==> src/rtl/wtu_pair_fifo_ctrl_if.sv <==
// rtl/wtu_pair_fifo_ctrl_if.sv - sample stream, memory write port and pair-read port bundle
// slave: the FIFO controller; master: the producer/consumer/memory side.
interface wtu_pair_fifo_ctrl_if #(
  parameter int WR_WIDTH = 24,
  parameter int WR_DEPTH = 8
);
  localparam int WA = $clog2(WR_DEPTH);
  localparam int RA = WA - 1;

  logic [WR_WIDTH-1:0] in_data;
  logic                in_valid;
  logic                in_ready;
  logic [WA-1:0]       wr_addr;
  logic [WR_WIDTH-1:0] wr_data;
  logic                wr_en;
  logic [RA-1:0]       rd_addr;
  logic                out_valid;
  logic                out_ready;

  modport slave (
    input  in_data, in_valid, out_ready,
    output in_ready, wr_addr, wr_data, wr_en, rd_addr, out_valid
  );

  modport master (
    output in_data, in_valid, out_ready,
    input  in_ready, wr_addr, wr_data, wr_en, rd_addr, out_valid
  );
endinterface

==> src/rtl/wtu_pair_fifo_ctrl.sv <==
// rtl/wtu_pair_fifo_ctrl.sv - pointer controller turning the WTU sample memory into a pair FIFO
// Optional zero-pad of an odd trailing sample on in_last: define WTU_PAD_ON_LAST_EN.
module wtu_pair_fifo_ctrl #(
  parameter int WR_WIDTH = 24,
  parameter int WR_DEPTH = 8
) (
  input  logic                       clk,
  input  logic                       rst,
  input  logic                       flush,
`ifdef WTU_PAD_ON_LAST_EN
  input  logic                       in_last,
`endif
  wtu_pair_fifo_ctrl_if.slave        bus,
  output logic [$clog2(WR_DEPTH):0]  level,
  output logic                       ovf_err
);
  localparam int WA = $clog2(WR_DEPTH);
  localparam int RA = WA - 1;
  localparam logic [WA:0] FULL_OCC = (WA+1)'(WR_DEPTH);
  localparam logic [WA:0] PAIR_OCC = (WA+1)'(2);

  logic [WA:0] wp_q, wp_d;
  logic [RA:0] rp_q, rp_d;
  logic [WA:0] level_q, level_d;
  logic        ovf_q, ovf_d;

  logic [WA:0] occ;
  logic        full;
  logic        run;
  logic        rdy;
  logic        vld;
  logic        push;
  logic        pop;
  logic        pad_wr;
  logic        wr_any;

  // Occupancy in samples; the pair pointer is doubled to compare in sample units.
  assign occ  = wp_q - {rp_q, 1'b0};
  assign full = (occ == FULL_OCC);
  assign rdy  = ~full & run;
  assign vld  = (occ >= PAIR_OCC);

  // Gating with rst keeps the write strobe quiet while reset is held.
  assign push   = bus.in_valid & rdy & ~flush & rst;
  assign pop    = vld & bus.out_ready & ~flush;
  assign wr_any = push | pad_wr;

  assign bus.in_ready  = rdy;
  assign bus.out_valid = vld;
  assign bus.wr_en     = wr_any;
  assign bus.wr_addr   = wp_q[WA-1:0];
  assign bus.wr_data   = pad_wr ? '0 : bus.in_data;
  assign bus.rd_addr   = rp_q[RA-1:0];
  assign level         = level_q;
  assign ovf_err       = ovf_q;

`ifdef WTU_PAD_ON_LAST_EN
  typedef enum logic {RUN = 1'b0, PAD = 1'b1} fsm_e;
  fsm_e fsm_q, fsm_d;

  assign run    = (fsm_q == RUN);
  assign pad_wr = (fsm_q == PAD) & ~full & ~flush & rst;

  always_ff @(posedge clk or negedge rst) begin
    if (!rst) fsm_q <= RUN;
    else      fsm_q <= fsm_d;
  end

  // A last sample landing on an even slot leaves its pair half-empty; pad it.
  always_comb begin
    fsm_d = fsm_q;
    if (flush) begin
      fsm_d = RUN;
    end else begin
      case (fsm_q)
        RUN:     if (push & in_last & ~wp_q[0]) fsm_d = PAD;
        PAD:     if (pad_wr) fsm_d = RUN;
        default: fsm_d = RUN;
      endcase
    end
  end
`else
  assign run    = 1'b1;
  assign pad_wr = 1'b0;
`endif

  always_comb begin
    wp_d    = wp_q;
    rp_d    = rp_q;
    level_d = level_q;
    ovf_d   = ovf_q;
    if (flush) begin
      wp_d    = '0;
      rp_d    = '0;
      level_d = '0;
      ovf_d   = 1'b0;
    end else begin
      wp_d    = wp_q + {{WA{1'b0}}, wr_any};
      rp_d    = rp_q + {{RA{1'b0}}, pop};
      level_d = wp_d - {rp_d, 1'b0};
      if (bus.in_valid & ~rdy & run & full) ovf_d = 1'b1;
    end
  end

  always_ff @(posedge clk or negedge rst) begin
    if (!rst) begin
      wp_q    <= '0;
      rp_q    <= '0;
      level_q <= '0;
      ovf_q   <= 1'b0;
    end else begin
      wp_q    <= wp_d;
      rp_q    <= rp_d;
      level_q <= level_d;
      ovf_q   <= ovf_d;
    end
  end
endmodule

==> src/flat_wrapper.sv <==
// flat-port wrapper written by rule: the top's interface ports become plain ports
module wtu_pair_fifo_ctrl_flat 
#(
  parameter int WR_WIDTH = 24,
  parameter int WR_DEPTH = 8
)
  (clk, rst, flush, level, ovf_err, bus_in_data, bus_in_valid, bus_out_ready, bus_in_ready, bus_wr_addr, bus_wr_data, bus_wr_en, bus_rd_addr, bus_out_valid);
  wtu_pair_fifo_ctrl_if #(.WR_WIDTH(WR_WIDTH), .WR_DEPTH(WR_DEPTH)) bus_i ();
  input  logic clk;
  input  logic rst;
  input  logic flush;
  output logic [$clog2(WR_DEPTH):0] level;
  output logic ovf_err;
  input wire logic [$bits(bus_i.in_data)-1:0] bus_in_data;
  input wire logic [$bits(bus_i.in_valid)-1:0] bus_in_valid;
  input wire logic [$bits(bus_i.out_ready)-1:0] bus_out_ready;
  output wire logic [$bits(bus_i.in_ready)-1:0] bus_in_ready;
  output wire logic [$bits(bus_i.wr_addr)-1:0] bus_wr_addr;
  output wire logic [$bits(bus_i.wr_data)-1:0] bus_wr_data;
  output wire logic [$bits(bus_i.wr_en)-1:0] bus_wr_en;
  output wire logic [$bits(bus_i.rd_addr)-1:0] bus_rd_addr;
  output wire logic [$bits(bus_i.out_valid)-1:0] bus_out_valid;
  assign bus_i.in_data = bus_in_data;
  assign bus_i.in_valid = bus_in_valid;
  assign bus_i.out_ready = bus_out_ready;
  assign bus_in_ready = bus_i.in_ready;
  assign bus_wr_addr = bus_i.wr_addr;
  assign bus_wr_data = bus_i.wr_data;
  assign bus_wr_en = bus_i.wr_en;
  assign bus_rd_addr = bus_i.rd_addr;
  assign bus_out_valid = bus_i.out_valid;
  wtu_pair_fifo_ctrl #(.WR_WIDTH(WR_WIDTH), .WR_DEPTH(WR_DEPTH)) u_core (.clk(clk), .rst(rst), .flush(flush), .bus(bus_i), .level(level), .ovf_err(ovf_err));
endmodule
==> config.mk <==
export PLATFORM = sky130hd
export DESIGN_NAME = wtu_pair_fifo_ctrl_flat
export DESIGN_NICKNAME = d
export VERILOG_FILES = /design/src/rtl/wtu_pair_fifo_ctrl_if.sv /design/src/rtl/wtu_pair_fifo_ctrl.sv /design/src/flat_wrapper.sv
export SDC_FILE = /design/constraint.sdc
export NUM_CORES = 1
export LEC_CHECK = 0
export ABC_AREA = 1
export CORE_MARGIN = 1.5
export CORE_UTILIZATION = 36
export DETAILED_ROUTE_END_ITERATION = 10
export PLACE_DENSITY_LB_ADDON = 0.12
export SLEW_MARGIN = 30
export SYNTH_ARGS = -nofsm -noshare
export SYNTH_HDL_FRONTEND = slang
export SYNTH_SLANG_ARGS = --single-unit
==> constraint.sdc <==
create_clock -name clk -period 5 [get_ports clk]
set_clock_uncertainty 0.1 [all_clocks]
set_input_delay 1 -clock clk [delete_from_list [all_inputs] [get_ports clk]]
set_output_delay 1 -clock clk [all_outputs]
set_load 0.05 [all_outputs]
## Word-level counts from Yosys, hierarchy flattened

Cells that the tools add are included.

- Add/sub/neg operators: 4
- $lt $le $gt $ge: 1
- Eq/ne operators: 1
- Multiplexer cells: 5
- Bitwise operators: 9
- Reduce and logical (&&, ||, !) cells: 1

Operators by type and width:

| operator | count |
|---|---|
| two-way mux 4 bit | 2 |
| subtractor 4 bit | 2 |
| AND 1 bit | 7 |
| adder 4 x 1 -> 4 bit | 1 |
| equality test 4 bit, second input constant | 1 |
| >= comparator 4 x 2 -> 1 bit, second input constant | 1 |
| adder 3 x 1 -> 3 bit | 1 |
| two-way mux 3 bit | 1 |
| two-way mux 1 bit | 2 |
| NOT 1 bit | 2 |
| nonzero test 2 bit | 1 |

- Register bits after elaboration: 12
- Logic and storage cells: 25

## Longest topological paths before layout

Gate-level depths: netlist of run 1.

- Word-level depth: 9
- Mapped depth: 19
- Mapped depth without buffers: 19

## Worst setup path after synthesis of run 1

Ideal clock, no wire load.

- Kind: register to register
- Start point: register u_core.wp_q[1]
- End point: register u_core.level_q[3], in the netlist u_core.level[3]
- Arrival: 3.294 ns
- Setup slack: 1.489 ns
- Stages on the path, launching flop included: 20
- Path buffers: 0
- Clock period less this slack: 3.511 ns
- Cell sequence: dfrtp_1 -> inv_1 -> ha_1 -> fa_1 -> nand2_1 -> nor2_1 -> nand2_2 -> nand2_1 -> inv_1 -> ha_1 -> ha_1 -> inv_1 -> ha_1 -> fa_1 -> inv_1 -> nand3_1 -> nand2_1 -> nand2_1 -> nand2_1 -> nor2_1

- Cells in the longest elaborated chain, start to end: 9
- Elaborated cells on any way between the ends: 13
- Classes of those cells: 4 x add/sub; 1 x order compare; 1 x eq/ne; 1 x mux; 6 x bitwise

Ends and longest elaborated chain:

| what | RTL line | source |
|---|---|---|
| from (decl) | wtu_pair_fifo_ctrl.sv:22 | `logic [WA:0] wp_q, wp_d;` |
| from (signal assigned) | wtu_pair_fifo_ctrl.sv:112 | `wp_q <= wp_d;` |
| subtractor 4 bit | wtu_pair_fifo_ctrl.sv:38 | `assign occ = wp_q - {rp_q, 1'b0};` |
| equality test 4 bit | wtu_pair_fifo_ctrl.sv:39 | `assign full = (occ == FULL_OCC);` |
| NOT 1 bit | wtu_pair_fifo_ctrl.sv:40 | `assign rdy = ~full & run;` |
| net bus_in_ready | flat_wrapper.sv:17 | `output wire logic [$bits(bus_i.in_ready)-1:0] bus_in_ready;` |
| AND 1 bit (3 in series) | wtu_pair_fifo_ctrl.sv:44 | `assign push = bus.in_valid & rdy & ~flush & rst;` |
| net bus_wr_en | flat_wrapper.sv:20 | `output wire logic [$bits(bus_i.wr_en)-1:0] bus_wr_en;` |
| adder 4 x 1 -> 4 bit | wtu_pair_fifo_ctrl.sv:98 | `wp_d = wp_q + {{WA{1'b0}}, wr_any};` |
| subtractor 4 bit | wtu_pair_fifo_ctrl.sv:100 | `level_d = wp_d - {rp_d, 1'b0};` |
| two-way mux 4 bit | wtu_pair_fifo_ctrl.sv:92 | `if (flush) begin` |
| net u_core.level_d[3] | wtu_pair_fifo_ctrl.sv:24 | `logic [WA:0] level_q, level_d;` |
| to (signal assigned) | wtu_pair_fifo_ctrl.sv:114 | `level_q <= level_d;` |
| to (decl) | wtu_pair_fifo_ctrl.sv:24 |  |

The timed path passes the listed nets, and every way through them passes these cells.
A chain may end at the register's enable or synchronous reset.

## Final worst setup path of run 1

- Start point: input flush
- End point: output bus_wr_en

- Cells in the longest elaborated chain, start to end: 3

Ends and longest elaborated chain:

| what | RTL line | source |
|---|---|---|
| from (decl) | flat_wrapper.sv:11 | `input logic flush;` |
| NOT 1 bit | wtu_pair_fifo_ctrl.sv:44 |  |
| AND 1 bit (2 in series) | wtu_pair_fifo_ctrl.sv:44 |  |
| to (decl) | flat_wrapper.sv:20 |  |

Every way passes these cells.

==> impl_metrics.ini, run 1 <==
[status]
outcome = completed

[global_routing]
grt-busiest-layer = met2
overflow = 0
grt_use_met2_pct = 19.0
grt_pass1_wl_um = 2300
grt_use_met1_pct = 13.0
grt_usage_pct = 12.0
met3_usage_pct = 1.71
grt_antenna_before_repair = 0
grt_pass1_vias = 574
grt_max_degree = 13

[drt]
vias_per_cell = 4.52
drt_first_pass_iters = 4
antenna_left = 0
wl_um = 1460
vias = 570
drc = 0
wire_per_inst_um = 11.6
drt_iter0_markers = 6

[timing]
layout_setup_ws_ns = 1.10
final-hold-violation-count = 0
setup_viol_count_final = 0
hold_ws_ns = 0.398
worst_pin_slew_ns = 0.495
period_share_pct = 78.0
max_freq_mhz = 256
relSlewSlack_pct = 66.9
fin_setup_tns_ns = 0
min_period_ns = 3.90
slew_violations = 0
rsz0062_at_grt = no

[floorplan]
die_y_um = 52.2
initial_core_util_pct = 38.7
io_pins = 66
dieArea_sq_um = 2730
die_width_um = 52.2
core_sq_um = 2250
rows = 17

[placement]
gp_congestion = 0.774
dp_hpwl_um = 1220
placed_area_sq_um = 855
place_ws_ns = 1.07
dp_cells = 122
io_buffers = 17

[power]
swShare_pct = 28.0
power_frac_comb_pct = 19.0
clkPwrFrac_pct = 31.8
p_int_uw = 134
p_seq_share_pct = 49.2
p_total_uw = 187
power_density_nw_per_um2 = 212
peakVddDrop_v = 0.000159
switchingPower_uw = 52.2
p_leak_nw = 0.449

[clock_network]
hold_buffers = 0
clock_latency_ns = 0.27
cts-root-buf = clkbuf_4
clkTransAtPathRegs_ns = 0.07
ctsLongestPathBuffers = 2
cts_htree_levels = 1
postCtsResizedCells = 0
cts_made_buffers = 3
cts_tree = built
cts.sinks = 11
post_cts_buffers = 0

[setup_path]
crit_arrival_ns = 2.80
critPathCaptureType = output pin
r2r_start = u_core.wp_q[1]$_DFF_PN0_
startpoint = flush
worst-path-buf-inv = 4
cp_cell_sequence = clkdlybuf4s50_1 > inv_2 > nand2_1 > nor2_1 > nand2_1 > inv_1 > clkdlybuf4s50_1
crit_path_start_kind = primary input
cpLargestDelayFamily = buffers and inverters
max_stage_delay_ns = 0.80
required_ns = 3.90
criticalPathCategory = primary input to output pin
critical-path-slowest-cell = clkdlybuf4s50_1
cp_max_fo = 10

[synth]
synth.distinct_cells = 16
syn_area_sq_um = 872
yosysWarnings = 0
synth.area.mux_share_pct = 0
syn-num-nets = 144
ys_seq_elements = 11
yosys.area_share.simple_pct = 19.8
netlist_instances = 107
synth_area_per_cell_sq_um = 8.15
synth_xor_area_share_pct = 1.00
synth_top_family_by_area = buffers and inverters
ys_seq_area_share_pct = 31.6
synth_adder_area_share_pct = 13.2
synth_compound_area_share_pct = 2.01

[finish]
area_delta_synth_final_pct = 1.00
nFillCells = 238
post-route-util_pct = 39.1
multiInputGateArea_sq_um = 314
diodes = 0
drive_above_1_share_pct = 10.2
instances_no_fill = 126
fin_area_sq_um = 881
layout.nets = 136
regArea_sq_um = 275

[min_path]
hold_class = flop to flop
min_from = u_core.ovf_err$_DFFE_PN0P_

[run]
cap_viol_max_count = 0
[cells by family (layout without fill, tap and decap cells)]
kind of cell    count (synthesis)  after routing
compound gates                  3              3
flops                          11             11
fa+ha+maj                       8              8
buf+inv                        45             36
simple gates                   39             39
xor+xnor                        1              1
[synthesized netlist by cell type]
cell type	count	share of area [%]
nand4_1	2	1.4
nand3b_1	2	1.7
ha_1	6	8.6
inv_2	2	0.86
o21bai_1	1	0.86
fa_1	2	4.6
dfrtp_1	11	32
buf_2	1	0.57
nand3_1	3	1.7
nand2_1	17	7.3
inv_1	12	5.2
nand2_2	4	2.9
buf_4	30	26
a21oi_1	2	1.1
xnor2_1	1	1.0
nor2_1	11	4.7
[worst paths after layout]
path / to / depth (start not counted) / slack [ns]
min in group asynchronous: u_core.wp_q[3]$_DFF_PN0_ / 2 / 0.92
worst min register to register: u_core.ovf_err$_DFFE_PN0P_ / 2 / 0.40
max in group asynchronous: u_core.level[1]$_DFF_PN0_ / 2 / 3.73
worst max register to register: u_core.level[3]$_DFF_PN0_ / 19 / 1.67
worst min-delay path: u_core.ovf_err$_DFFE_PN0P_ / 2 / 0.40
worst max-delay path: bus_wr_en / 7 / 1.10
[power groups by stage]
stage	logic (mW)	clock network, mW	registers, mW
final	0.0355	0.0593	0.0918
after global routing	0.0394	0.0671	0.0920
after CTS	0.0362	0.0627	0.0918
after detailed placement	0.0361	0	0.0936
after global placement	0.0362	0	0.0936
after floorplan	0.0726	0	0.0963
[metal layers]
metal / vias to the layer above / part of all wire (%)
li1: 277 / -
met2: 27 / 44
met3: 16 / 7.3
met4: 0 / 7.0
met5: - / 0
met1: 250 / 41
[final cells by class]
class | count | area share, %
Multi-Input combinational cell | 51 | 35.7
Sequential cell | 11 | 31.2
Timing Repair Buffer | 18 | 20.2
Clock buffer | 4 | 2.98
Tap cell | 28 | 3.98
Inverter | 14 | 5.97
[worst register-to-register path: stages (launching register included)]
cell	delay, ns
dfrtp_1	0.42
inv_1	0.07
ha_1	0.19
fa_1	0.51
nand2_1	0.08
nor2_1	0.15
nand2_2	0.08
nand2_1	0.05
inv_1	0.05
ha_1	0.22
ha_1	0.29
inv_1	0.05
ha_1	0.20
fa_1	0.40
inv_1	0.07
nand3_1	0.07
nand2_1	0.09
nand2_1	0.06
nand2_1	0.05
nor2_1	0.04
[state kept, by name, indices dropped and copies added (netlist names)]
name,cells
u_core.wp_q,4
u_core.level,3
u_core.ovf_err,1
u_core.rp_q,3
[layout by cell type, fill, tap and decap left out]
cell type / n
clkdlybuf4s50_1: 17
nand4_1: 2
a21oi_1: 2
inv_1: 12
fa_1: 2
clkbuf_1: 1
clkbuf_4: 3
nand3_1: 3
o21bai_1: 1
nor2_1: 11
xnor2_1: 1
nand2_2: 4
inv_2: 2
nand2_1: 17
ha_1: 6
dfrtp_1: 11
buf_4: 1
nand3b_1: 2
Note: power is estimated with default switching activity, not from simulation.
==> run 2, diff against run 1 <==
--- a/config.mk
+++ b/config.mk
@@ -6,8 +6,9 @@
 export NUM_CORES = 1
 export LEC_CHECK = 0
 export ABC_AREA = 1
+export CORE_ASPECT_RATIO = 0.5
 export CORE_MARGIN = 1.5
-export CORE_UTILIZATION = 36
+export CORE_UTILIZATION = 33
 export DETAILED_ROUTE_END_ITERATION = 10
 export PLACE_DENSITY_LB_ADDON = 0.12
 export SLEW_MARGIN = 30
==> constraint.sdc (replaced) <==
create_clock -name clk -period 3.7 [get_ports clk]
set_clock_uncertainty 0.1 [all_clocks]
set_input_delay 0.74 -clock clk [delete_from_list [all_inputs] [get_ports clk]]
set_output_delay 0.74 -clock clk [all_outputs]
set_load 0.05 [all_outputs]
==> run 2 against run 1 <==
  * Die area up 9.2%
  * Clock power up 110%
  * Sequential cell count unchanged
  * Non-clock buffer count up 1
  * Utilization down 0.32 points
  * Combinational power up 41%
  * Register-to-register slack worse by 1.3 ns
  * Sequential power up 35%
  * Routed wire length up 27%
  * Setup slack worse by 0.72 ns
  * Design area up 3.7%
  * Count of clock-buffer cells in the layout unchanged
  * Largest power group unchanged
==> impl_metrics.ini, run 2 (synthesized netlist as in run 1, its figures left out) <==
[setup_path]
crit_path_start_kind = flop
startpoint = u_core.wp_q[1]$_DFF_PN0_
criticalPathCategory = flop to flop
reg2reg_depth = 19
crit_path_frequent_cell = nand2_1
required_ns = 3.73
r2r_start = u_core.wp_q[1]$_DFF_PN0_
cp_max_fo = 5
max_stage_delay_ns = 0.50
crit_arrival_ns = 3.36
critPathCaptureType = flop
cp_cell_sequence = inv_1 > ha_1 > fa_1 > nand2_1 > nor2_1 > nand2_2 > nand2_1 > inv_1 > ha_1 > ha_1 > inv_1 > ha_1 > fa_1 > inv_1 > nand3_1 > nand2_1 > nand2_1 > nand2_1 > nor2_1
critical-path-slowest-cell = fa_1

[timing]
max_freq_mhz = 301
setup_viol_count_final = 0
fin_setup_tns_ns = 0
period_share_pct = 89.9
slew_violations = 0
min_period_ns = 3.33
relSlewSlack_pct = 66.1
worst_pin_slew_ns = 0.508
layout_setup_ws_ns = 0.373
final-hold-violation-count = 0
rsz0062_at_grt = no

[global_routing]
met3_usage_pct = 4.63
grt_usage_pct = 14.0
grt_use_met1_pct = 15.7
grt_pass1_wl_um = 2790
grt_pass1_vias = 570
overflow = 0
grt_antenna_before_repair = 0
grt-busiest-layer = met2
grt_use_met2_pct = 22.1
grt_max_degree = 12

[clock_network]
clock_latency_ns = 0.24
cts-root-buf = clkbuf_8
cts_htree_levels = 1
cts_made_buffers = 3
hold_buffers = 0
ctsLongestPathBuffers = 2
cts_tree = built
postCtsResizedCells = 0
post_cts_buffers = 0
clkTransAtPathRegs_ns = 0.05
cts.sinks = 11

[floorplan]
dieArea_sq_um = 2980
io_pins = 66
die_width_um = 75.7
rows = 12
die_y_um = 39.4
initial_core_util_pct = 37.0
core_sq_um = 2360

[finish]
layout_common_cells = 17 x nand2_1, 16 x clkdlybuf4s50_1, 12 x inv_1
largest_register = u_core.wp_q
area_delta_synth_final_pct = 4.73
nFillCells = 268
multiInputGateArea_sq_um = 314
drive_above_1_share_pct = 12.1
instances_no_fill = 134
regArea_sq_um = 275
diodes = 0
layout.nets = 137
largest_register_ffs = 4
post-route-util_pct = 38.7
final_common_cell = nand2_1

[power]
power_density_nw_per_um2 = 326
peakVddDrop_v = 0.000145
p_leak_nw = 0.463

[drt]
drt_iter0_markers = 16
antenna_left = 0
drc = 0
drt_first_pass_iters = 4
vias = 594
wl_um = 1860
vias_per_cell = 4.43
wire_per_inst_um = 13.8

[min_path]
hold_class = flop to flop
min_from = u_core.ovf_err$_DFFE_PN0P_
hold_depth = 2

[status]
outcome = completed

[placement]
gp_congestion = 0.778
place_ws_ns = 0.395
io_buffers = 17
dp_hpwl_um = 1480
dp_cells = 130

[run]
cap_viol_max_count = 0
==> run 2: cell types whose count changed in the layout (fill, tap and decap cells not counted) <==
cell and change:
buf_4 +2, clkbuf_8 +3, clkdlybuf4s50_1 -1, clkbuf_4 -3
==> run 2: power breakdown <==
| part | internal [mW] | switching, mW |
|---|---|---|
| Clock | 0.0758 | 0.0473 |
| Sequential | 0.123 | 0.00156 |
| Combinational | 0.0183 | 0.0317 |
==> run 2: routing by layer <==
layer / part of all wire (%) / vias up
met5: 0 / -
met4: 3.1 / 0
met3: 9.1 / 7
met2: 43 / 32
met1: 45 / 274
li1: - / 281
==> run 2: final cells by class <==
type	instances	area share, %
Clock buffer	4	4.93
Inverter	14	5.75
Multi-Input combinational cell	51	34.4
Sequential cell	11	30.1
Tap cell	35	4.79
Timing Repair Buffer	19	20.0
==> run 2: final timing paths <==
path / endpoint / slack [ns]
max: u_core.level[3]$_DFF_PN0_ / 0.37
min: u_core.ovf_err$_DFFE_PN0P_ / 0.38
max reg2reg: u_core.level[3]$_DFF_PN0_ / 0.37
min reg2reg: u_core.ovf_err$_DFFE_PN0P_ / 0.38
max in group asynchronous: u_core.level[1]$_DFF_PN0_ / 2.58
min in group asynchronous: u_core.wp_q[1]$_DFF_PN0_ / 0.77
==> run 2: metrics by stage <==
stage               instance area [sq um]  hold WS (ns)  total power [mW]
floorplan                             872         0.344             0.228
global placement                      868         0.368             0.176
detailed placement                    868         0.374             0.177
CTS                                   913         0.387             0.303
global route                          913         0.397             0.313
finish                                913         0.380             0.297
==> run 2: worst max-delay path: cells and delay by family (launching register included) <==
kind	cells	cell delay, ns
and+or+nand+nor	9	0.67
DFF	1	0.43
adders and majority gates	6	1.79
buffers and inverters	4	0.25
==> run 3, diff against run 2 <==
--- a/config.mk
+++ b/config.mk
@@ -6,8 +6,9 @@
 export NUM_CORES = 1
 export LEC_CHECK = 0
 export ABC_AREA = 1
+export ABC_CLOCK_PERIOD_IN_PS = 3700
 export CORE_ASPECT_RATIO = 0.5
-export CORE_MARGIN = 1.5
+export CORE_MARGIN = 2
 export CORE_UTILIZATION = 33
 export DETAILED_ROUTE_END_ITERATION = 10
 export PLACE_DENSITY_LB_ADDON = 0.12
==> run 3 against run 2 <==
  * Worst hold slack improved by 0.00052 ns
  * Via count fell by 6.4%
  * Sequential power barely moved
  * Die area rose by 3.9%
  * Critical path depth did not move
  * Design area rose by 0.27%
  * First-iteration DRC count fell by 56%
  * Sequential cell count did not move
  * Final cell count rose by 1.5%
  * Register-to-register slack improved by 0.09 ns
  * Largest power group unchanged
==> impl_metrics.ini, run 3 (synthesized netlist as in run 1, its figures left out) <==
[timing]
slew_violations = 0
worst_pin_slew_ns = 0.503
fin_setup_tns_ns = 0
rsz0062_at_grt = no
max_freq_mhz = 308
setup_viol_count_final = 0
layout_setup_ws_ns = 0.458
final-hold-violation-count = 0
period_share_pct = 87.6
relSlewSlack_pct = 66.4
min_period_ns = 3.24

[finish]
layout.nets = 137
layout_common_cells = 17 x nand2_1, 16 x clkdlybuf4s50_1, 12 x inv_1
diodes = 0
final_common_cell = nand2_1
area_delta_synth_final_pct = 5.02
largest_register_ffs = 4
drive_above_1_share_pct = 12.1
largest_register = u_core.wp_q

[clock_network]
clkTransAtPathRegs_ns = 0.05
cts_htree_levels = 1
clock_latency_ns = 0.24
cts-root-buf = clkbuf_8
cts_made_buffers = 3
postCtsResizedCells = 0
hold_buffers = 0
post_cts_buffers = 0
ctsLongestPathBuffers = 2
cts.sinks = 11
cts_tree = built

[global_routing]
grt_pass1_wl_um = 2570
grt_usage_pct = 11.7
grt_pass1_vias = 546
grt_antenna_before_repair = 0
overflow = 0
grt_max_degree = 12

[floorplan]
rows = 13
core_sq_um = 2550
die_width_um = 76.7
die_y_um = 40.4
io_pins = 66
dieArea_sq_um = 3090
initial_core_util_pct = 34.1

[drt]
drc = 0
drt_iter0_markers = 7
vias_per_cell = 4.09
drt_first_pass_iters = 4
wire_per_inst_um = 12.1
antenna_left = 0
wl_um = 1640
vias = 556

[min_path]
hold_class = flop to flop

[power]
clkPwrFrac_pct = 41.3
power_density_nw_per_um2 = 322
swShare_pct = 26.7
power_frac_comb_pct = 16.6
p_int_uw = 217
switchingPower_uw = 78.7
p_total_uw = 295
p_leak_nw = 0.463
p_seq_share_pct = 42.1
peakVddDrop_v = 0.0000863

[setup_path]
critPathCaptureType = flop
crit_path_start_kind = flop
cp_max_fo = 5
required_ns = 3.73
criticalPathCategory = flop to flop
crit_arrival_ns = 3.27

[placement]
io_buffers = 17
dp_hpwl_um = 1400
place_ws_ns = 0.434
gp_congestion = 0.721

[status]
outcome = completed

[run]
cap_viol_max_count = 0
## run 3: power groups by stage
stage                     Sequential [mW]  Clock (mW)  Combinational (mW)
final                               0.124       0.122              0.0489
after global routing                0.124       0.131              0.0540
after CTS                           0.124       0.126              0.0499
after detailed placement            0.126           0              0.0498
after global placement              0.126           0              0.0498
after floorplan                     0.130           0              0.0980
## run 3: path summary, 6_finish.rpt
check / slack, ns / endpoint / depth (start not counted) / from
max reg2reg: 0.46 / u_core.level[3]$_DFF_PN0_ / 19 / u_core.wp_q[1]$_DFF_PN0_
min reg2reg: 0.38 / u_core.ovf_err$_DFFE_PN0P_ / 2 / u_core.ovf_err$_DFFE_PN0P_
min: 0.38 / u_core.ovf_err$_DFFE_PN0P_ / 2 / u_core.ovf_err$_DFFE_PN0P_
min in group asynchronous: 0.75 / u_core.wp_q[1]$_DFF_PN0_ / 2 / rst
max: 0.46 / u_core.level[3]$_DFF_PN0_ / 19 / u_core.wp_q[1]$_DFF_PN0_
max in group asynchronous: 2.60 / u_core.ovf_err$_DFFE_PN0P_ / 2 / rst
## run 3: cell type report
class                   count  area, sq um
multi-input cells          51          314
fillers                   281         1640
inverters                  14         52.6
well taps                  37         46.3
clock buffers               4         45.0
repair buffers             19          183
flip-flops and latches     11          275
## run 3: routing by layer
layer	wire, um	vias to the layer above	GRT usage (%)	share of wire (%)
met3	179	6	4.50	11
met1	714	246	13.0	44
li1	-	281	-	-
met4	35	0	6.36	2.1
met5	0	-	0	0
met2	710	23	20.6	43
## run 3: worst max-delay path, stage by stage (launching register included)
cell and delay (ns):
dfrtp_1 0.40, inv_1 0.07, ha_1 0.19, fa_1 0.50, nand2_1 0.07, nor2_1 0.15
nand2_2 0.07, nand2_1 0.05, inv_1 0.05, ha_1 0.21, ha_1 0.28, inv_1 0.05
ha_1 0.20, fa_1 0.38, inv_1 0.07, nand3_1 0.07, nand2_1 0.08, nand2_1 0.05
nand2_1 0.05, nor2_1 0.04
## run 3: stage by stage
| step | cells | area, sq um | util (%) | hold WS (ns) |
|---|---|---|---|---|
| after CTS | 136 | 916 | 35.9 | 0.386 |
| final | 136 | 916 | 35.9 | 0.380 |
| after floorplan | 107 | 872 | - | 0.344 |
| after global routing | 136 | 916 | 35.9 | 0.403 |
| after global placement | 132 | 871 | 34.1 | 0.366 |
| after detailed placement | 132 | 871 | 34.1 | 0.375 |
